$ cat config.mk
export PLATFORM = sky130hd
export DESIGN_NAME = rv32v_elem_sequencer_flat
export DESIGN_NICKNAME = d
export VERILOG_FILES = /design/src/rtl/rv32v_types_pkg.sv /design/src/rtl/rv32v_elem_sequencer_if.sv /design/src/rtl/rv32v_vlmax_calc.sv /design/src/rtl/rv32v_elem_sequencer.sv /design/src/flat_wrapper.sv
export SDC_FILE = /design/constraint.sdc
export NUM_CORES = 1
export LEC_CHECK = 0
export CORE_MARGIN = 1.5
export CORE_UTILIZATION = 48
export DETAILED_ROUTE_END_ITERATION = 8
export PLACE_DENSITY = 0.86
export SYNTH_ARGS = -nofsm -noshare
export SYNTH_HDL_FRONTEND = slang
export SYNTH_SLANG_ARGS = --single-unit
$ cat constraint.sdc
create_clock -name CLK -period 13.6 [get_ports CLK]
set_clock_uncertainty 0.15 [all_clocks]
set_input_delay 2.72 -clock CLK [delete_from_list [all_inputs] [get_ports CLK]]
set_output_delay 2.72 -clock CLK [all_outputs]
set_load 0.01 [all_outputs]
$ cat src/rtl/rv32v_types_pkg.sv
// Shared RV32V vector types: SEW/LMUL encodings, sequencer state and element descriptor.
// The optional RV32V_SEQ_MASK_EN build adds v0 masking to the element sequencer.
package rv32v_types_pkg;

    localparam int unsigned VLEN           = 128;
    localparam int unsigned VLEN_WIDTH     = $clog2(VLEN);
    localparam int unsigned VL_CNT_WIDTH   = VLEN_WIDTH + 1;
    localparam int unsigned ELEM_IDX_WIDTH = VLEN_WIDTH;
    localparam int unsigned REG_OFF_WIDTH  = 3;
    localparam int unsigned BYTE_OFF_WIDTH = $clog2(VLEN / 8);

    typedef enum logic [2:0] {
        SEW8  = 3'd0,
        SEW16 = 3'd1,
        SEW32 = 3'd2,
        SEW64 = 3'd3
    } sew_t;

    typedef enum logic [2:0] {
        LMUL1      = 3'd0,
        LMUL2      = 3'd1,
        LMUL4      = 3'd2,
        LMUL8      = 3'd3,
        LMULRSVD   = 3'd4,
        LMULEIGHTH = 3'd5,
        LMULFOURTH = 3'd6,
        LMULHALF   = 3'd7
    } vlmul_t;

    typedef enum logic [1:0] {
        IDLE,
        ISSUE,
        DONE
    } seq_state_t;

    typedef struct packed {
        logic                      active;
        logic [ELEM_IDX_WIDTH-1:0] idx;
        logic [REG_OFF_WIDTH-1:0]  reg_off;
        logic [BYTE_OFF_WIDTH-1:0] byte_off;
    } elem_desc_t;

    // elems_per_reg is a power of two, so divide/modulo reduce to shift/mask.
    function automatic elem_desc_t make_elem_desc(
        input logic                      active,
        input logic [ELEM_IDX_WIDTH-1:0] idx,
        input logic [1:0]                sew_lg
    );
        logic [ELEM_IDX_WIDTH-1:0] in_reg_mask;
        logic [ELEM_IDX_WIDTH-1:0] reg_sel;
        logic [ELEM_IDX_WIDTH-1:0] byte_pos;
        make_elem_desc = '0;
        in_reg_mask    = (ELEM_IDX_WIDTH'(VLEN / 8) >> sew_lg) - ELEM_IDX_WIDTH'(1);
        reg_sel        = idx >> (BYTE_OFF_WIDTH - 32'(sew_lg));
        byte_pos       = (idx & in_reg_mask) << sew_lg;
        if (active) begin
            make_elem_desc.active   = 1'b1;
            make_elem_desc.idx      = idx;
            make_elem_desc.reg_off  = REG_OFF_WIDTH'(reg_sel);
            make_elem_desc.byte_off = BYTE_OFF_WIDTH'(byte_pos);
        end
    endfunction

endpackage

$ cat src/rtl/rv32v_elem_sequencer_if.sv
// Configuration/descriptor bus of the element sequencer; slave = sequencer side.
// vm/v0_mask exist only when RV32V_SEQ_MASK_EN is defined.
interface rv32v_elem_sequencer_if
    import rv32v_types_pkg::*;
#(
    parameter int unsigned NUM_LANES = 2
);
    logic                                      start_valid;
    logic                                      start_ready;
    logic [VL_CNT_WIDTH-1:0]                   vl;
    logic [ELEM_IDX_WIDTH-1:0]                 vstart;
    sew_t                                      sew;
    vlmul_t                                    lmul;
`ifdef RV32V_SEQ_MASK_EN
    logic                                      vm;
    logic [VLEN-1:0]                           v0_mask;
`endif
    logic                                      out_valid;
    logic                                      out_ready;
    logic [NUM_LANES-1:0]                      lane_active;
    logic [NUM_LANES-1:0][ELEM_IDX_WIDTH-1:0]  elem_idx;
    logic [NUM_LANES-1:0][REG_OFF_WIDTH-1:0]   reg_off;
    logic [NUM_LANES-1:0][BYTE_OFF_WIDTH-1:0]  byte_off;
    logic                                      last;
    logic                                      done;
    logic                                      illegal;

    modport master (
        output start_valid, vl, vstart, sew, lmul, out_ready,
`ifdef RV32V_SEQ_MASK_EN
        output vm, v0_mask,
`endif
        input  start_ready, out_valid, lane_active, elem_idx, reg_off, byte_off,
        input  last, done, illegal
    );

    modport slave (
        input  start_valid, vl, vstart, sew, lmul, out_ready,
`ifdef RV32V_SEQ_MASK_EN
        input  vm, v0_mask,
`endif
        output start_ready, out_valid, lane_active, elem_idx, reg_off, byte_off,
        output last, done, illegal
    );

endinterface

$ cat src/rtl/rv32v_vlmax_calc.sv
// Combinational VLMAX and illegal-vtype detection from SEW/LMUL; shared with vsetvl logic.
module rv32v_vlmax_calc
    import rv32v_types_pkg::*;
(
    input  sew_t                    i_sew,
    input  vlmul_t                  i_lmul,
    output logic [VL_CNT_WIDTH-1:0] o_vlmax,
    output logic                    o_illegal
);
    logic [VL_CNT_WIDTH-1:0] w_epr;

    always_comb begin
        w_epr = VL_CNT_WIDTH'(VLEN >> (32'(i_sew) + 3));
        if (i_lmul[2]) begin
            o_vlmax = w_epr >> (4'd8 - 4'(i_lmul));
        end else begin
            o_vlmax = w_epr << i_lmul[1:0];
        end
        o_illegal = (i_sew > SEW32) || (i_lmul == LMULRSVD) || (o_vlmax == '0);
    end

endmodule

$ cat src/rtl/rv32v_elem_sequencer.sv
// Walks the active element range of a vector config, issuing NUM_LANES descriptors per beat.
// Define RV32V_SEQ_MASK_EN to qualify lanes with vm | v0_mask[idx].
module rv32v_elem_sequencer
    import rv32v_types_pkg::*;
#(
    parameter int unsigned NUM_LANES = 2
)
(
    input logic                   CLK,
    input logic                   RST,
    rv32v_elem_sequencer_if.slave bus
);
    seq_state_t              r_state;
    seq_state_t              w_next_state;
    logic [VL_CNT_WIDTH-1:0] r_cursor;
    logic [VL_CNT_WIDTH-1:0] r_cnt;
    logic [1:0]              r_sew_lg;
    logic                    r_illegal;
    logic [VL_CNT_WIDTH-1:0] w_vlmax;
    logic [VL_CNT_WIDTH-1:0] w_cnt;
    logic                    w_cfg_illegal;
    logic                    w_accept;
    logic                    w_empty;
    logic                    w_last;
    logic                    w_handshake;
    logic [VL_CNT_WIDTH-1:0] w_lane_idx [NUM_LANES];
    logic                    w_lane_on  [NUM_LANES];
    elem_desc_t              w_desc     [NUM_LANES];
`ifdef RV32V_SEQ_MASK_EN
    logic                    r_vm;
    logic [VLEN-1:0]         r_v0_mask;
`endif

    rv32v_vlmax_calc u_vlmax_calc (
        .i_sew     (bus.sew),
        .i_lmul    (bus.lmul),
        .o_vlmax   (w_vlmax),
        .o_illegal (w_cfg_illegal)
    );

    assign w_accept    = (r_state == IDLE) && bus.start_valid;
    assign w_cnt       = (bus.vl < w_vlmax) ? bus.vl : w_vlmax;
    assign w_empty     = {1'b0, bus.vstart} >= w_cnt;
    assign w_last      = ({1'b0, r_cursor} + (VL_CNT_WIDTH + 1)'(NUM_LANES)) >= {1'b0, r_cnt};
    assign w_handshake = (r_state == ISSUE) && bus.out_ready;

    always_ff @(posedge CLK) begin
        if (RST) begin
            r_state <= IDLE;
        end else begin
            r_state <= w_next_state;
        end
    end

    // Rejected configs reuse DONE for their single-cycle pulse; r_illegal picks which one fires.
    always_comb begin
        w_next_state = r_state;
        case (r_state)
            IDLE: begin
                if (w_accept) begin
                    w_next_state = (w_cfg_illegal || w_empty) ? DONE : ISSUE;
                end
            end
            ISSUE: begin
                if (bus.out_ready && w_last) begin
                    w_next_state = DONE;
                end
            end
            DONE:    w_next_state = IDLE;
            default: w_next_state = IDLE;
        endcase
    end

    always_ff @(posedge CLK) begin
        if (RST) begin
            r_cursor  <= '0;
            r_cnt     <= '0;
            r_sew_lg  <= '0;
            r_illegal <= 1'b0;
`ifdef RV32V_SEQ_MASK_EN
            r_vm      <= 1'b0;
            r_v0_mask <= '0;
`endif
        end else if (w_accept) begin
            r_cursor  <= VL_CNT_WIDTH'(bus.vstart);
            r_cnt     <= w_cnt;
            r_sew_lg  <= 2'(bus.sew);
            r_illegal <= w_cfg_illegal;
`ifdef RV32V_SEQ_MASK_EN
            r_vm      <= bus.vm;
            r_v0_mask <= bus.v0_mask;
`endif
        end else if (w_handshake) begin
            r_cursor <= r_cursor + VL_CNT_WIDTH'(NUM_LANES);
        end
    end

    always_comb begin
        bus.start_ready = (r_state == IDLE);
        bus.out_valid   = (r_state == ISSUE);
        bus.last        = (r_state == ISSUE) && w_last;
        bus.done        = (r_state == DONE) && !r_illegal;
        bus.illegal     = (r_state == DONE) && r_illegal;
        for (int unsigned i = 0; i < NUM_LANES; i++) begin
            w_lane_idx[i] = r_cursor + VL_CNT_WIDTH'(i);
            w_lane_on[i]  = (r_state == ISSUE) && (w_lane_idx[i] < r_cnt);
`ifdef RV32V_SEQ_MASK_EN
            w_lane_on[i]  = w_lane_on[i] && (r_vm || r_v0_mask[w_lane_idx[i][ELEM_IDX_WIDTH-1:0]]);
`endif
            w_desc[i]           = make_elem_desc(w_lane_on[i], w_lane_idx[i][ELEM_IDX_WIDTH-1:0], r_sew_lg);
            bus.lane_active[i]  = w_desc[i].active;
            bus.elem_idx[i]     = w_desc[i].idx;
            bus.reg_off[i]      = w_desc[i].reg_off;
            bus.byte_off[i]     = w_desc[i].byte_off;
        end
    end

endmodule

$ cat src/flat_wrapper.sv
// flat-port wrapper written by rule: the top's interface ports become plain ports
module rv32v_elem_sequencer_flat import rv32v_types_pkg::*;
#(
    parameter int unsigned NUM_LANES = 2
)
  (CLK, RST, bus_start_valid, bus_vl, bus_vstart, bus_sew, bus_lmul, bus_out_ready, bus_start_ready, bus_out_valid, bus_lane_active, bus_elem_idx, bus_reg_off, bus_byte_off, bus_last, bus_done, bus_illegal);
  rv32v_elem_sequencer_if #(.NUM_LANES(NUM_LANES)) bus_i ();
  input logic CLK;
  input logic RST;
  input wire logic [$bits(bus_i.start_valid)-1:0] bus_start_valid;
  input wire logic [$bits(bus_i.vl)-1:0] bus_vl;
  input wire logic [$bits(bus_i.vstart)-1:0] bus_vstart;
  input wire logic [$bits(bus_i.sew)-1:0] bus_sew;
  input wire logic [$bits(bus_i.lmul)-1:0] bus_lmul;
  input wire logic [$bits(bus_i.out_ready)-1:0] bus_out_ready;
  output wire logic [$bits(bus_i.start_ready)-1:0] bus_start_ready;
  output wire logic [$bits(bus_i.out_valid)-1:0] bus_out_valid;
  output wire logic [$bits(bus_i.lane_active)-1:0] bus_lane_active;
  output wire logic [$bits(bus_i.elem_idx)-1:0] bus_elem_idx;
  output wire logic [$bits(bus_i.reg_off)-1:0] bus_reg_off;
  output wire logic [$bits(bus_i.byte_off)-1:0] bus_byte_off;
  output wire logic [$bits(bus_i.last)-1:0] bus_last;
  output wire logic [$bits(bus_i.done)-1:0] bus_done;
  output wire logic [$bits(bus_i.illegal)-1:0] bus_illegal;
  assign bus_i.start_valid = bus_start_valid;
  assign bus_i.vl = bus_vl;
  assign bus_i.vstart = bus_vstart;
  assign bus_i.sew = bus_sew;
  assign bus_i.lmul = bus_lmul;
  assign bus_i.out_ready = bus_out_ready;
  assign bus_start_ready = bus_i.start_ready;
  assign bus_out_valid = bus_i.out_valid;
  assign bus_lane_active = bus_i.lane_active;
  assign bus_elem_idx = bus_i.elem_idx;
  assign bus_reg_off = bus_i.reg_off;
  assign bus_byte_off = bus_i.byte_off;
  assign bus_last = bus_i.last;
  assign bus_done = bus_i.done;
  assign bus_illegal = bus_i.illegal;
  rv32v_elem_sequencer #(.NUM_LANES(NUM_LANES)) u_core (.CLK(CLK), .RST(RST), .bus(bus_i));
endmodule
==> results of run 1 <==
==> layout by cell type, fill, tap and decap left out, types with 6 or more instances in the layout <==
cell / netlist / final
inv_1: 29 / 29
ha_1: 44 / 44
mux2i_1: 7 / 7
xnor2_1: 8 / 8
nor2_1: 36 / 36
xor2_1: 7 / 7
nor2b_1: 7 / 7
a31oi_1: 6 / 6
a21oi_1: 23 / 23
and3_1: 7 / 7
a211oi_1: 15 / 15
clkdlybuf4s50_1: 0 / 59
nor3_1: 10 / 10
nand2_1: 29 / 29
dfxtp_1: 21 / 21
nand3_1: 10 / 10
and2_1: 10 / 10
o21ai_0: 20 / 20
==> metrics by stage <==
stage	instance area [um^2]	worst slack, ns
2_1_floorplan	3070	6.26
3_3_place_gp	3600	5.41
3_5_place_dp	3600	5.21
4_1_cts	3640	5.45
5_1_grt	3640	4.93
6_report	3640	5.43
==> layer usage <==
metal / vias to the layer above / wire [um] / GRT usage (%)
li1: 1546 / - / -
met1: 1496 / 3350 / 28.8
met2: 99 / 3880 / 39.5
met3: 14 / 325 / 1.69
met4: 0 / 151 / 5.30
met5: - / 0 / 0
==> cell families (layout without fill, tap and decap cells) <==
group           after synthesis  after routing
flops                        21             21
buf+inv                      58             93
fa+ha+maj                    44             44
xor+xnor                     15             15
compound gates              110            110
mux                          12             12
simple gates                143            143
==> path summary, 6_finish.rpt <==
check	from	end	slack, ns	cells after the start
max	bus_lmul[0]	u_core.r_state[0]	5.43	22
min	u_core.r_cnt[0]	u_core.r_cnt[0]	0.34	2
max reg2reg	u_core.r_cursor[2]	u_core.r_state[1]	10.54	10
min reg2reg	u_core.r_cnt[0]	u_core.r_cnt[0]	0.34	2
==> sequential cells by signal, summed over array words and instances, names as in the netlist <==
name              cells
u_core.r_cnt          8
u_core.r_cursor       8
u_core.r_illegal      1
u_core.r_sew_lg       2
u_core.r_state        2
==> worst min-delay path: cells and delay by family (launching register included) <==
family	cells	cell delay [ns]
flops	1	0.33
simple gates	1	0.06
compound gates	1	0.05
==> cell type report <==
class / instances / area, um^2 / area share [%]
clock buffer: 4 / 45.0 / 1.24
tap: 75 / 93.8 / 2.57
sequential: 21 / 420 / 11.5
timing repair buffer: 59 / 591 / 16.2
multi-input combinational: 324 / 2380 / 65.2
inverter: 30 / 118 / 3.23
==> power groups by stage <==
stage / Sequential [mW] / Clock (mW) / Combinational, mW
after global routing: 0.0774 / 0.0429 / 0.117
after floorplan: 0.0705 / 0 / 0.0816
after global placement: 0.0769 / 0 / 0.0995
final: 0.0763 / 0.0393 / 0.104
after CTS: 0.0760 / 0.0397 / 0.104
after detailed placement: 0.0775 / 0 / 0.104
==> results.yml, run 1 <==
status:
  status: "complete, no violations"
logic_synthesis:
  yosys.cell_types.count: 64
  synth_compound_area_share_pct: 24.5
  seq_area_frac_synth_pct: 13.7
  synth-simple-area-share_pct: 25.1
  synth_top_family_by_area: "simple AND/OR/NAND/NOR gates"
  synth_most_common_cell: "ha_1"
  synth_ff_type: "dfxtp_1"
  ys_async_sr_fraction_pct: 0
  synth-edff-count: 0
  syn_area_um2: 3070
  synthTopCellsByArea: "ha_1 18%, dfxtp_1 14%, nor2_1 4.4%"
  ys_ff_latch: 21
  yosysTopAreaCellShare_pct: 17.9
  ys_top_cells_by_count: "44 x ha_1, 36 x nor2_1, 29 x inv_1, 29 x nand2_1, 23 x a21oi_1"
  synthMuxAreaShare_pct: 5.58
  synth_fa_ha_area_share_pct: 17.9
  synthCells: 403
  synth-xor-area-share_pct: 4.27
  yosys_warnings: 0
  syn_area_per_cell_um2: 7.63
  yosysTopAreaCell: "ha_1"
  syn-num-nets: 472
power_and_ir_drop:
  power_frac_clock_pct: 17.9
  p_leak_nw: 1.47
  switching_share_pct: 38.4
  power_mw: 0.220
  internal_power_mw: 0.135
  combPwrFrac_pct: 47.4
  pwr_density_cell_nw_per_um2: 60.3
  ir_drop_uv: 39.7
  switchingPower_mw: 0.0843
  seqPwrFrac_pct: 34.7
finish:
  drive_above_1_share_pct: 4.79
  nNetsFinal: 508
  area_delta_synth_final_pct: 18.6
  fin_util_pct: 60.1
  antenna_cells: 0
  nFillCells: 550
  final_cells: 513
place:
  gp_congestion: 0.995
  io_buffers: 59
  dp_cells: 509
  dpl.hpwl_mm: 6.23
route:
  firstDrtPassIters: 4
  drt_wl_total_mm: 7.71
  post_drt_wl_per_cell_um: 15.0
  drc: 0
  via_count: 3155
  drt_iter0_drc: 156
  ant_nets: 0
  vias_per_cell: 6.15
worst_hold_path:
  min_path_type: "flop to flop"
sta:
  timing.hold.ws_ns: 0.337
  setup_viol: 0
  tns_ns: 0
  finalHoldViolCount: 0
  max_freq_mhz: 122
  fin_crit_sh_pct: 60.1
  worst_slew_pin_slew_ns: 0.960
  min_period_ns: 8.17
  timing.final.max_slew_violations: 0
  slew_headroom_pct: 35.9
  rsz0062_at_grt: "no"
global_route:
  antenna_found_initial: 0
  gr-total-overflow: 0
  grtUsageTotal_pct: 22.1
  first_global_vias: 2887
  grt_max_degree: 27
  grt_pass1_wl_mm: 13.3
cts:
  cts_setup_buffers: 0
  tritoncts: "built"
  ctsLongestPathBuffers: 2
  cts_htree_levels: 1
  cts_resized: 0
  clock_sinks: 21
  cts_made_buffers: 3
  path_clk_slew_ns: 0.07
  cts_root_buf: "clkbuf_8"
  insertion_delay_ns: 0.25
  ctsHoldBuffers: 0
worst_setup_path:
  cp_slowest_stage_delay_ns: 0.72
  crit_top_cell: "ha_1"
  crit_fanout: 13
  path_buf_inv: 3
  worstPathCellList: "clkdlybuf4s50_1 > inv_1 > ha_1 > ha_1 > and3b_2 > nand2b_4 > o311ai_1 > inv_1 > ha_1 > a211oi_2 > or2b_1 > a211oi_1 > a21oi_2 > mux2_2 > ha_1 > nand2b_1 > a31oi_1 > o21ai_0 > a31o_2 > o221a_1 > or4_1 > o21ai_1"
  cp_data_arrival_time_ns: 8.20
  worst-setup-path-type: "input port to flop"
  required_ns: 13.63
  cp-start-kind: "input port"
  crit_path_top_delay_cell: "clkdlybuf4s50_1"
  cp-end-kind: "flop"
  crit_family: "compound AO/OA/AOI/OAI gates"
floorplanning:
  core_um2: 6060
  io_pins: 60
  die_h_um: 83.0
  core.rowCount: 28
  dieWidth_um: 83.0
  fp.dieArea_um2: 6890
  initial_core_util_pct: 50.7
flow_run:
  max_cap_violations: 0
(Power assumes the default switching activity.)
==> inputs of run 2 (changes only) <==
Clock period 13.6 ns to 7.6 ns, I/O delays scaled along.
==> run 2 against run 1 <==
  * First-iteration DRC count shrank 28%
  * Highest routed layer unchanged
  * Critical path type unchanged
  * Die area is the same
  * Cell area grew 0.41%
  * Utilization grew 0.25 points
  * Setup slack lost 4.8 ns
  * Largest cell class unchanged
  * Critical endpoint unchanged
  * Combinational power grew 81%
==> results.yml, run 2 (synthesis results as in run 1) <==
global_route:
  grt_max_degree: 27
  gr-total-overflow: 0
  grtUsageTotal_pct: 22.8
  first_global_vias: 2962
  antenna_found_initial: 0
  grt_pass1_wl_mm: 13.6
finish:
  fin_util_pct: 60.4
  drive_above_1_share_pct: 5.23
  antenna_cells: 0
  final_cells: 515
  nNetsFinal: 510
  reg_top3: "u_core.r_cnt x8, u_core.r_cursor x8"
  layout_commonest_cell: "clkdlybuf4s50_1"
  mostFrequentLayoutCells: "59 x clkdlybuf4s50_1, 44 x ha_1, 36 x nor2_1"
  area_delta_synth_final_pct: 19.0
route:
  via_count: 3112
  ant_nets: 0
  post_drt_wl_per_cell_um: 14.9
  firstDrtPassIters: 4
  vias_per_cell: 6.04
  drc: 0
  drt_wl_total_mm: 7.67
  drt_iter0_drc: 112
cts:
  insertion_delay_ns: 0.26
  tritoncts: "built"
  cts_setup_buffers: 0
  ctsLongestPathBuffers: 2
  clock_sinks: 21
  cts_resized: 0
  cts_root_buf: "clkbuf_8"
  cts_htree_levels: 1
  cts_made_buffers: 3
  path_clk_slew_ns: 0.07
  ctsHoldBuffers: 0
place:
  dp_cells: 511
  pre_cts_ws_ns: 0.461
  dpl.hpwl_mm: 6.14
  io_buffers: 59
  gp_congestion: 0.946
floorplanning:
  die_h_um: 83.0
  core.rowCount: 28
  dieWidth_um: 83.0
  initial_core_util_pct: 50.7
  core_um2: 6060
  io_pins: 60
  fp.dieArea_um2: 6890
worst_setup_path:
  worst-setup-path-type: "input port to flop"
  cp_data_arrival_time_ns: 6.96
  crit_fanout: 13
  required_ns: 7.63
  timing.rr.start: "u_core.r_cursor[2]"
  critPathLaunch: "bus_lmul[1]"
  cp-start-kind: "input port"
  cp-end-kind: "flop"
sta:
  tns_ns: 0
  min_period_ns: 6.93
  setup_ws_ns: 0.673
  finalHoldViolCount: 0
  slew_headroom_pct: 35.9
  timing.final.max_slew_violations: 0
  fin_crit_sh_pct: 91.1
  rsz0062_at_grt: "no"
  worst_slew_pin_slew_ns: 0.960
  max_freq_mhz: 144
  setup_viol: 0
worst_hold_path:
  hold_start: "u_core.r_cnt[0]"
  min_path_type: "flop to flop"
status:
  status: "complete, no violations"
flow_run:
  max_cap_violations: 0
power_and_ir_drop:
  power_mw: 0.396
  pwr_density_cell_nw_per_um2: 108
  p_leak_nw: 1.48
  ir_drop_uv: 83.9
[run 2: cell count changes in the layout (fill, tap and decap cells not counted), sizes merged]
cell	delta
buf	+2
[run 2: area by class of cell]
cell class                      instances  area, um^2
Clock buffer                            4        45.0
Multi-Input combinational cell        324        2380
Sequential cell                        21         420
Timing Repair Buffer                   61         606
Inverter                               30         118
Fill cell                             568        2400
Tap cell                               75        93.8
[run 2: worst max-delay path: stages]
cell,delay [ns]
clkdlybuf4s50_1,0.69
inv_1,0.13
ha_1,0.20
ha_1,0.32
and3b_2,0.26
nand2b_4,0.06
o311ai_1,0.38
inv_1,0.10
ha_1,0.33
a211oi_2,0.22
or2b_1,0.24
a211oi_1,0.41
a21oi_2,0.19
mux2_2,0.33
ha_1,0.27
nand2b_1,0.14
a31oi_1,0.16
o21ai_0,0.10
a31o_2,0.25
o221a_1,0.14
or4_1,0.41
o21ai_1,0.09
[run 2: per-layer routing]
metal,global-route usage (%),wire (um),vias up
met4,6.52,146,0
met2,40.8,3730,110
met5,0,0,-
li1,-,-,1551
met1,28.6,3380,1437
met3,2.78,412,14
[run 2: power breakdown]
part / internal, mW / total (mW) / leakage, nW / switching, mW
logic: 0.0873 / 0.188 / 1.29 / 0.101
registers: 0.119 / 0.136 / 0.173 / 0.0173
clock network: 0.0373 / 0.0721 / 0.0228 / 0.0347
total: 0.243 / 0.396 / 1.48 / 0.153
[run 2: worst paths after layout]
check	slack [ns]	cells past startpoint	endpoint
worst max register to register	4.54	10	u_core.r_state[1]
worst min-delay path	0.34	2	u_core.r_cnt[0]
worst max-delay path	0.67	22	u_core.r_state[0]
worst min register to register	0.34	2	u_core.r_cnt[0]
[run 2: stage by stage]
step	cell area [um^2]	hold slack (ns)
finish	3660	0.341
global route	3660	0.376
CTS	3660	0.343
detailed placement	3610	0.333
global placement	3610	0.323
floorplan	3070	0.308
==> inputs of run 3 (changes only) <==
Settings changed: CORE_MARGIN 1.5 to not set.
==> run 3 against run 2 <==
  * First-iteration DRC count is 22% higher
  * Non-clock buffer count unchanged
  * Via count is 0.22% higher
  * Sequential share of layout area is the same
  * Die area down 2.4%
  * Power grew 0.50%
  * Cell area unchanged
  * Largest cell class unchanged
  * Largest power group unchanged
==> results.yml, run 3 (synthesis results as in run 1) <==
finish:
  drive_above_1_share_pct: 5.23
  reg_top3: "u_core.r_cnt x8, u_core.r_cursor x8"
  mostFrequentLayoutCells: "59 x clkdlybuf4s50_1, 44 x ha_1, 36 x nor2_1"
  nNetsFinal: 510
  area_delta_synth_final_pct: 19.0
  fin_util_pct: 60.4
  multiInputGateArea_um2: 2380
  antenna_cells: 0
  regArea_um2: 420
  layout_commonest_cell: "clkdlybuf4s50_1"
  nFillCells: 539
sta:
  worst_slew_pin_slew_ns: 0.967
  max_freq_mhz: 143
  slew_headroom_pct: 35.4
  rsz0062_at_grt: "no"
  tns_ns: 0
  fin_crit_sh_pct: 92.0
  finalHoldViolCount: 0
  setup_viol: 0
  timing.final.max_slew_violations: 0
  min_period_ns: 6.99
status:
  status: "complete, no violations"
global_route:
  first_global_vias: 2952
  grt_max_degree: 27
  grtUsageTotal_pct: 23.9
  grt_pass1_wl_mm: 12.9
  gr-total-overflow: 0
  antenna_found_initial: 0
floorplanning:
  die_h_um: 82.0
  initial_core_util_pct: 50.7
  dieWidth_um: 82.0
  io_pins: 60
  core.rowCount: 28
  core_um2: 6060
  fp.dieArea_um2: 6730
cts:
  insertion_delay_ns: 0.26
  path_clk_slew_ns: 0.08
  cts_setup_buffers: 0
  cts_root_buf: "clkbuf_8"
  cts_resized: 0
  clock_sinks: 21
  cts_htree_levels: 1
  ctsLongestPathBuffers: 2
  ctsHoldBuffers: 0
  cts_made_buffers: 3
  tritoncts: "built"
worst_setup_path:
  crit_family: "compound AO/OA/AOI/OAI gates"
  path_buf_inv: 3
  worst-setup-path-type: "input port to flop"
  cp_data_arrival_time_ns: 7.03
  crit_top_cell: "ha_1"
  crit_fanout: 13
  worstPathCellList: "clkdlybuf4s50_1 > inv_1 > ha_1 > ha_1 > and3b_2 > nand2b_4 > o311ai_1 > inv_1 > ha_1 > a211oi_2 > or2b_1 > a211oi_1 > a21oi_2 > mux2_2 > ha_1 > nand2b_1 > a31oi_1 > o21ai_0 > a31o_2 > o221a_1 > or4_1 > o21ai_1"
  required_ns: 7.63
  cp_slowest_stage_delay_ns: 0.69
  cp-end-kind: "flop"
  cp-start-kind: "input port"
  crit_path_top_delay_cell: "clkdlybuf4s50_1"
flow_run:
  max_cap_violations: 0
place:
  gp_congestion: 0.965
  dpl.hpwl_mm: 6.04
  io_buffers: 59
worst_hold_path:
  min_path_type: "flop to flop"
power_and_ir_drop:
  pwr_density_cell_nw_per_um2: 109
  ir_drop_uv: 64.2
  p_leak_nw: 1.48
route:
  via_count: 3119
  drt_wl_total_mm: 7.66
  firstDrtPassIters: 5
  drt_iter0_drc: 137
  post_drt_wl_per_cell_um: 14.9
  vias_per_cell: 6.06
  ant_nets: 0
  drc: 0
## run 3: cell counts in the layout (fill, tap and decap cells not counted)
Identical to the previous run, type by type.
## run 3: final cells by class
class	instances	area share, %
Clock buffer	4	1.23
Inverter	30	3.21
Multi-Input combinational cell	324	65.0
Sequential cell	21	11.5
Tap cell	75	2.56
Timing Repair Buffer	61	16.5
## run 3: power breakdown
part	switching, mW	leakage, nW	internal (mW)
clock network	0.0367	0.0228	0.0373
registers	0.0178	0.173	0.119
logic	0.101	1.29	0.0871
## run 3: path summary, 6_finish.rpt
kind	startpoint	endpoint	slack (ns)	cells after the start
hold / removal	u_core.r_cnt[0]	u_core.r_cnt[0]	0.34	2
hold reg to reg	u_core.r_cnt[0]	u_core.r_cnt[0]	0.34	2
setup / recovery	bus_lmul[1]	u_core.r_state[0]	0.61	22
setup reg to reg	u_core.r_cursor[2]	u_core.r_state[1]	4.56	10
## run 3: stage by stage
step | area [um^2] | hold WS, ns | setup slack [ns] | instances | power (mW)
after floorplan | 3070 | 0.308 | 1.46 | 403 | 0.272
after global placement | 3610 | 0.323 | 0.671 | 511 | 0.317
after detailed placement | 3610 | 0.339 | 0.363 | 511 | 0.325
after CTS | 3660 | 0.349 | 0.624 | 515 | 0.397
after global routing | 3660 | 0.384 | 0.301 | 515 | 0.430
final | 3660 | 0.341 | 0.605 | 515 | 0.398
## run 3: worst min-delay path, cell delays in order (launching register included)
cell and delay (ns):
dfxtp_1 0.33, nand2_1 0.06, a21oi_1 0.05
## run 3: per-layer routing
metal | track usage, % | vias up | routed length [um]
li1 | - | 1551 | -
met1 | 29.7 | 1440 | 3400
met2 | 42.8 | 112 | 3710
met3 | 1.89 | 16 | 385
met4 | 8.60 | 0 | 162
met5 | 0 | - | 0
